--- src/rtl/gene_net_step_if.sv ---
// ---------------------------------------------------------------------------
// gene_net_step_if
//
// Purpose:
//   Bundles the control, matrix-write and status signals of the Boolean
//   gene-network stepper so the design and its driver share one port.
//
// Signals (from the point of view of the stepper, i.e. the slave modport):
//   load      in   load init_val as the new network state
//   init_val  in   initial gene state x[0]
//   run       in   level-sensitive stepping enable
//   mat_we    in   interaction-matrix row write strobe
//   mat_addr  in   row (target gene) index
//   mat_act   in   activator mask for that row
//   mat_inh   in   inhibitor mask for that row
//   x         out  current gene state
//   valid     out  one-cycle pulse after every update of x
//   fixed     out  a fixed point has been reached
//   limit     out  the step limit has been reached
//   step_cnt  out  updates since the last load
//
// Modports:
//   master  drives the controls, observes the status (testbench / host)
//   slave   the stepper itself
// ---------------------------------------------------------------------------
interface gene_net_step_if #(
    parameter int NG = 8
);
    localparam int AW = (NG > 1) ? $clog2(NG) : 1;

    logic          load;
    logic [NG-1:0] init_val;
    logic          run;
    logic          mat_we;
    logic [AW-1:0] mat_addr;
    logic [NG-1:0] mat_act;
    logic [NG-1:0] mat_inh;

    logic [NG-1:0] x;
    logic          valid;
    logic          fixed;
    logic          limit;
    logic [7:0]    step_cnt;

    modport master (
        output load, init_val, run, mat_we, mat_addr, mat_act, mat_inh,
        input  x, valid, fixed, limit, step_cnt
    );

    modport slave (
        input  load, init_val, run, mat_we, mat_addr, mat_act, mat_inh,
        output x, valid, fixed, limit, step_cnt
    );
endinterface

--- src/rtl/gene_net_step.sv ---
// ---------------------------------------------------------------------------
// gene_net_step
//
// Purpose:
//   Synchronous Boolean gene-regulatory-network stepper. Every gene i owns an
//   activator row act_i and an inhibitor row inh_i. One step computes
//       score_i = popcount(act_i & x) - popcount(inh_i & x)
//   and the next state bit is 1 only when score_i is strictly positive, so a
//   tie decays to 0. Stepping runs while 'run' is high and stops for good
//   (HALT) when the state stops changing, until the next load.
//
// Parameters:
//   NG        number of genes (8)
//   STEP_MAX  update count at which the optional step limit halts (1..255)
//
// Ports:
//   clk   clock, all state changes on its rising edge
//   rst   asynchronous active-low reset: clears state, flags and the matrix
//   bus   gene_net_step_if.slave (load/run control, matrix write, status)
//
// Build option:
//   GENE_STEP_LIMIT_EN  when defined, step_cnt counts updates and the network
//                       halts with limit=1 once step_cnt reaches STEP_MAX.
//                       When undefined, step_cnt and limit are tied to 0 and
//                       only a fixed point halts the network.
// ---------------------------------------------------------------------------
module gene_net_step #(
    parameter int NG       = 8,
    parameter int STEP_MAX = 255
) (
    input  logic           clk,
    input  logic           rst,
    gene_net_step_if.slave bus
);
    // Popcount width for 0..NG, plus one sign bit for the score difference.
    localparam int CW = $clog2(NG + 1);
    localparam int SW = CW + 1;

    typedef enum logic [1:0] {
        S_IDLE = 2'd0,
        S_RUN  = 2'd1,
        S_HALT = 2'd2
    } state_t;

    state_t state_q;
    state_t state_d;

    logic [NG-1:0] x_q;
    logic [NG-1:0] next_x;
    logic          valid_q;
    logic          fixed_q;
    logic [7:0]    cnt_q;
    logic          limit_q;
    logic          limit_hit;

    logic [NG-1:0] act_q [NG];
    logic [NG-1:0] inh_q [NG];

    logic signed [SW-1:0] score [NG];

    logic do_update;
    logic set_fixed;
    logic mat_wr;

    function automatic logic [CW-1:0] popcount(input logic [NG-1:0] v);
        logic [CW-1:0] c;
        c = '0;
        for (int j = 0; j < NG; j++) begin
            c = c + CW'(v[j]);
        end
        return c;
    endfunction

    // Network update function f(x). Both popcounts are zero-extended before
    // the subtraction so the signed score can never overflow.
    // A gene turns on only for a strictly positive score: sign bit clear and
    // value non-zero.
    always_comb begin : network_fn
        score  = '{default: '0};
        next_x = '0;
        for (int i = 0; i < NG; i++) begin
            score[i]  = $signed({1'b0, popcount(act_q[i] & x_q)})
                      - $signed({1'b0, popcount(inh_q[i] & x_q)});
            next_x[i] = ~score[i][SW-1] & (score[i] != '0);
        end
    end

    // Next-state logic. Load overrides everything and returns to IDLE.
    // The IDLE->RUN edge performs no update; updates start one edge later.
    // A fixed point and the step limit both lead to HALT; when both occur on
    // the same step both flags get set. Matrix rows may be rewritten in any
    // state except RUN, even on an edge that also carries a load.
    always_comb begin : fsm_next
        state_d   = state_q;
        do_update = 1'b0;
        set_fixed = 1'b0;
        mat_wr    = bus.mat_we && (state_q != S_RUN);

        if (bus.load) begin
            state_d = S_IDLE;
        end else begin
            case (state_q)
                S_IDLE: begin
                    if (bus.run) begin
                        state_d = S_RUN;
                    end
                end
                S_RUN: begin
                    if (bus.run) begin
                        do_update = 1'b1;
                        if (next_x == x_q) begin
                            set_fixed = 1'b1;
                            state_d   = S_HALT;
                        end
                        if (limit_hit) begin
                            state_d = S_HALT;
                        end
                    end else begin
                        state_d = S_IDLE;
                    end
                end
                S_HALT: begin
                    state_d = S_HALT;
                end
                default: begin
                    state_d = S_IDLE;
                end
            endcase
        end
    end

    // State register.
    always_ff @(posedge clk or negedge rst) begin
        if (!rst) begin
            state_q <= S_IDLE;
        end else begin
            state_q <= state_d;
        end
    end

    // Gene state and the valid/fixed flags. valid simply mirrors whether this
    // edge performed an update, which makes it a one-cycle pulse per update.
    always_ff @(posedge clk or negedge rst) begin
        if (!rst) begin
            x_q     <= '0;
            valid_q <= 1'b0;
            fixed_q <= 1'b0;
        end else if (bus.load) begin
            x_q     <= bus.init_val;
            valid_q <= 1'b0;
            fixed_q <= 1'b0;
        end else begin
            valid_q <= do_update;
            if (do_update) begin
                x_q <= next_x;
            end
            if (set_fixed) begin
                fixed_q <= 1'b1;
            end
        end
    end

    // Interaction matrix. Reset clears every row so a freshly reset network
    // decays to all-zero.
    always_ff @(posedge clk or negedge rst) begin
        if (!rst) begin
            for (int i = 0; i < NG; i++) begin
                act_q[i] <= '0;
                inh_q[i] <= '0;
            end
        end else if (mat_wr) begin
            act_q[bus.mat_addr] <= bus.mat_act;
            inh_q[bus.mat_addr] <= bus.mat_inh;
        end
    end

`ifdef GENE_STEP_LIMIT_EN
    // Saturating update counter; the limit compares against the value the
    // counter will hold after the current update.
    logic [7:0] cnt_inc;

    assign cnt_inc   = (cnt_q == 8'hFF) ? cnt_q : cnt_q + 8'd1;
    assign limit_hit = (cnt_inc == 8'(STEP_MAX));

    always_ff @(posedge clk or negedge rst) begin
        if (!rst) begin
            cnt_q   <= 8'd0;
            limit_q <= 1'b0;
        end else if (bus.load) begin
            cnt_q   <= 8'd0;
            limit_q <= 1'b0;
        end else if (do_update) begin
            cnt_q <= cnt_inc;
            if (limit_hit) begin
                limit_q <= 1'b1;
            end
        end
    end
`else
    // Without the step limit the counter and flag do not exist; STEP_MAX has
    // no effect and is folded into a deliberately unused net.
    logic unused_step_max;

    assign cnt_q           = 8'd0;
    assign limit_q         = 1'b0;
    assign limit_hit       = 1'b0;
    assign unused_step_max = ^8'(STEP_MAX);
`endif

    assign bus.x        = x_q;
    assign bus.valid    = valid_q;
    assign bus.fixed    = fixed_q;
    assign bus.limit    = limit_q;
    assign bus.step_cnt = cnt_q;

endmodule

--- src/flat_wrapper.sv ---
// flat-port wrapper written by rule: the top's interface ports become plain ports
module gene_net_step_flat 
#(
    parameter int NG       = 8,
    parameter int STEP_MAX = 255
)
  (clk, rst, bus_load, bus_init_val, bus_run, bus_mat_we, bus_mat_addr, bus_mat_act, bus_mat_inh, bus_x, bus_valid, bus_fixed, bus_limit, bus_step_cnt);
  gene_net_step_if #(.NG(NG)) bus_i ();
  input  logic clk;
  input  logic rst;
  input wire logic [$bits(bus_i.load)-1:0] bus_load;
  input wire logic [$bits(bus_i.init_val)-1:0] bus_init_val;
  input wire logic [$bits(bus_i.run)-1:0] bus_run;
  input wire logic [$bits(bus_i.mat_we)-1:0] bus_mat_we;
  input wire logic [$bits(bus_i.mat_addr)-1:0] bus_mat_addr;
  input wire logic [$bits(bus_i.mat_act)-1:0] bus_mat_act;
  input wire logic [$bits(bus_i.mat_inh)-1:0] bus_mat_inh;
  output wire logic [$bits(bus_i.x)-1:0] bus_x;
  output wire logic [$bits(bus_i.valid)-1:0] bus_valid;
  output wire logic [$bits(bus_i.fixed)-1:0] bus_fixed;
  output wire logic [$bits(bus_i.limit)-1:0] bus_limit;
  output wire logic [$bits(bus_i.step_cnt)-1:0] bus_step_cnt;
  assign bus_i.load = bus_load;
  assign bus_i.init_val = bus_init_val;
  assign bus_i.run = bus_run;
  assign bus_i.mat_we = bus_mat_we;
  assign bus_i.mat_addr = bus_mat_addr;
  assign bus_i.mat_act = bus_mat_act;
  assign bus_i.mat_inh = bus_mat_inh;
  assign bus_x = bus_i.x;
  assign bus_valid = bus_i.valid;
  assign bus_fixed = bus_i.fixed;
  assign bus_limit = bus_i.limit;
  assign bus_step_cnt = bus_i.step_cnt;
  gene_net_step #(.NG(NG), .STEP_MAX(STEP_MAX)) u_core (.clk(clk), .rst(rst), .bus(bus_i));
endmodule
--- config.mk ---
export PLATFORM = sky130hd
export DESIGN_NAME = gene_net_step_flat
export DESIGN_NICKNAME = d
export VERILOG_FILES = /design/src/rtl/gene_net_step_if.sv /design/src/rtl/gene_net_step.sv /design/src/flat_wrapper.sv
export SDC_FILE = /design/constraint.sdc
export NUM_CORES = 1
export LEC_CHECK = 0
export ABC_AREA = 1
export BUFFER_PORTS_ARGS = -buffer_cell sky130_fd_sc_hd__buf_2
export CAP_MARGIN = 20
export CORE_UTILIZATION = 50
export CTS_BUF_LIST = sky130_fd_sc_hd__clkbuf_4 sky130_fd_sc_hd__clkbuf_8 sky130_fd_sc_hd__clkbuf_16
export CTS_CLUSTER_DIAMETER = 30
export DETAILED_ROUTE_END_ITERATION = 12
export GPL_TIMING_DRIVEN = 1
export HOLD_SLACK_MARGIN = 0.12
export PLACE_DENSITY = 0.64
export SYNTH_ARGS = -nofsm -noshare
export SYNTH_HDL_FRONTEND = slang
export SYNTH_SLANG_ARGS = --single-unit
--- constraint.sdc ---
create_clock -name clk -period 5.1 [get_ports clk]
set_clock_uncertainty 0.1 [all_clocks]
set_input_delay 1.53 -clock clk [delete_from_list [all_inputs] [get_ports clk]]
set_output_delay 1.53 -clock clk [all_outputs]
set_load 0.1 [all_outputs]
==> run_results.csv <==
group,metric,value,unit
floorplan,row_count,51,
place,placed_cell_area,0.0104,mm²
synthesis,synthesis.area,0.00992,mm²
critical_path,critPathMostFrequentCell,"nand2_1",
place,port_buffers,41,
sta,tightest_slew,1000,ps
critical_path,r2r-start,"u_core.bus.x[1]",
synthesis,synth.yosys.seq_area_share,35.3,%
clock_tree,clockBufferDepth,2,
synthesis,yosys_warnings,0,
hold_path,hold_path_depth,2,
clock_tree,cts.sinks,140,
layout,synthToLayoutAreaGrowth,11.7,%
critical_path,crit_path_start_kind,"register",
routing,wl_per_cell,16.0,µm
synthesis,postSynthCellCount,1204,
hold_path,worstHoldEndpoint,"u_core.inh_q[51]",
clock_tree,ctsHoldBuffers,0,
global_routing,antenna_found_initial,4,
layout,final_nets,1428,
routing,drc,0,
critical_path,crit_fanout,9,
clock_tree,clk_pin_slew_worst_paths,60,ps
place,globalplace.congestion,0.845,
floorplan,die_h,143,µm
global_routing,gr-usage-all-layers,26.1,%
synthesis,synth_top_area_share,35.3,%
hold_path,min-delay-start,"u_core.inh_q[51]",
power,peakVddDrop,0.000287,V
sta,finalHoldViolCount,0,
sta,hold_ws,384,ps
power,leakage,6.36,nW
routing,vias,7630,
synthesis,yosysUniqueCellTypes,26,
global_routing,grt_overflow_total,0,
floorplan,core,0.0195,mm²
floorplan,start_util,51.0,%
routing,finalWirelength,24300,µm
place,dp_hpwl,16500,µm
critical_path,critPathKind,"reg2reg",
routing,ant_nets,0,
clock_tree,cts-htree-levels,4,
critical_path,cp.required,5360,ps
power,power.density,585,mW/mm²
sta,drv_slew,0,
clock_tree,clockRootBuffer,"clkbuf_16",
critical_path,cpMaxStageDelayCell,"fa_1",
run_status,outcome,"finished clean",
clock_tree,insertion_delay,430,ps
clock_tree,cts_tree,"built",
sta,timing.final.crit_period,4870,ps
routing,dr.pass1.iters,5,
sta,finalCritPeriodShare,95.5,%
critical_path,reg2reg_depth,24,
sta,maxSlewHeadroom,33.2,%
routing,drt_iter0_drc,523,
synthesis,ys_ff_latch,140,
hold_path,hp-class,"reg2reg",
critical_path,worstPathCellList,"buf_6, nand2_1, inv_1, ha_1, inv_1, fa_1, fa_1, inv_1, fa_2, fa_1, fa_2, inv_1, nand2_1, nor2_1, nand3_2, nand2_1, nand2_1, nand2_1, nand2_1, nor2_2, nand2_1, nand2_1, nand2_1, nor2_2",
critical_path,rrSetupSlack,230,ps
layout,layout_common_cells,"nand2_1 (362), inv_1 (225), dfrtp_1 (137)",
global_routing,grt_pass1_vias,7495,
critical_path,worstSetupEndpointType,"register",
synthesis,avgSynthCellArea,8.24,µm²
layout,finish.utilization,57.0,%
routing,viasPerCell,5.01,
power,design_power_total,6.49,mW
global_routing,grt_max_degree,103,
floorplan,ioPinCount,51,
layout,final_area,0.0111,mm²
sta,setup_viol,0,
layout,drive_gt1_share,9.95,%
critical_path,crit_path_max_incr_delay,600,ps
synthesis,yosysTopAreaCell,"dfrtp_1",
clock_tree,cts_made_buffers,17,
sta,maxClockFrequency,205,MHz
floorplan,dieArea,0.0204,mm²
global_routing,grt_pass1_wl,38900,µm
floorplan,die_w,143,µm
critical_path,r2r-end,"u_core.state_q[1]",
layout,final_common_cell,"nand2_1",
critical_path,arrival,5130,ps
synthesis,synth_top_cells_by_area,"dfrtp_1 (35%), fa_1 (15%), nand2_1 (14%)",
run,maxCapViolations,0,
## power by group
part | internal [mW] | total [mW] | switching, mW
clock | 0.781 | 1.25 | 0.469
sequential | 1.36 | 1.55 | 0.190
combinational | 1.42 | 3.68 | 2.26
total | 3.56 | 6.49 | 2.92
## per-stage QoR
stage               setup TNS (ps)  setup WS (ps)  cells
floorplan                        0           17.8   1212
global placement                 0            298   1483
detailed placement               0            211   1483
CTS                              0            190   1514
global route                 -16.8          -14.0   1521
finish                           0            228   1522
## metal layers
metal / GRT usage, % / share of wire, %
met1: 36.0 / 46
met2: 42.6 / 47
met3: 3.59 / 5.0
met4: 8.15 / 1.8
met5: 0 / 0
## sequential cells by signal, summed over array words and instances, names as in the netlist
| register | flops |
|---|---|
| u_core.bus.fixed | 1 |
| u_core.bus.x | 8 |
| u_core.act_q | 64 |
| u_core.bus.valid | 1 |
| u_core.inh_q | 64 |
| u_core.state_q | 2 |
## how the worst max path moves through the flow
| stage | cells after the start | slack [ps] | endpoint | start |
|---|---|---|---|---|
| detailed placement | 23 | 210 | u_core.state_q[1] | u_core.bus.x[1] |
| CTS | 23 | 190 | u_core.state_q[1] | u_core.bus.x[1] |
| finish | 24 | 230 | u_core.state_q[1] | u_core.bus.x[1] |
| global route | 26 | -10 | u_core.state_q[1] | u_core.bus.x[1] |
| global placement | 23 | 300 | u_core.state_q[1] | u_core.bus.x[1] |
| floorplan | 22 | 20 | u_core.state_q[1] | u_core.bus.x[4] |
## layout make-up
| class | instances | area [µm²] |
|---|---|---|
| clock buffer | 24 | 503 |
| tap | 265 | 332 |
| antenna | 1 | 2.50 |
| clock inverter | 7 | 87.6 |
| fill | 1800 | 8380 |
| sequential | 140 | 3510 |
| multi-input combinational | 795 | 5390 |
| timing repair buffer | 64 | 408 |
| inverter | 226 | 848 |
## worst max-delay path, delay by kind of cell (launching register included)
family        cells  cell delay (ps)
buf+inv           5              390
flops             1              540
simple gates     13              970
fa+ha+maj         6             2790
## kinds of logic (layout without fill, tap and decap cells)
| kind of cell | after synthesis | after routing | share of synthesized area [%] |
|---|---|---|---|
| AO/OA/AOI/OAI | 162 | 162 | 8.73 |
| XOR/XNOR | 19 | 19 | 1.68 |
| adder cells (fa/ha/maj) | 152 | 152 | 24.6 |
| buffers and inverters | 277 | 321 | 11.0 |
| flip-flops | 140 | 140 | 35.3 |
| other | 1 | 10 | 0.0378 |
| AND/OR/NAND/NOR | 453 | 453 | 18.6 |
## synth_stat cells, drive strengths merged
cell type,number
a21boi,1
a21o,1
a21oi,8
a31oi,1
buf,14
clkbuf,37
conb,1
dfrtp,140
fa,72
ha,80
inv,226
nand2,363
nand3,45
nand4,10
nor2,29
nor3,1
o211ai,8
o21ai,136
o21bai,7
or2,5
xor2,19
## timing repair
action | CTS | global route
buffers inserted | 0 | 6
setup endpoints to repair | 0 | 3
hold endpoints to repair | 0 | 0
resized for setup | 0 | 17
Power figures use the tool's default switching activity.
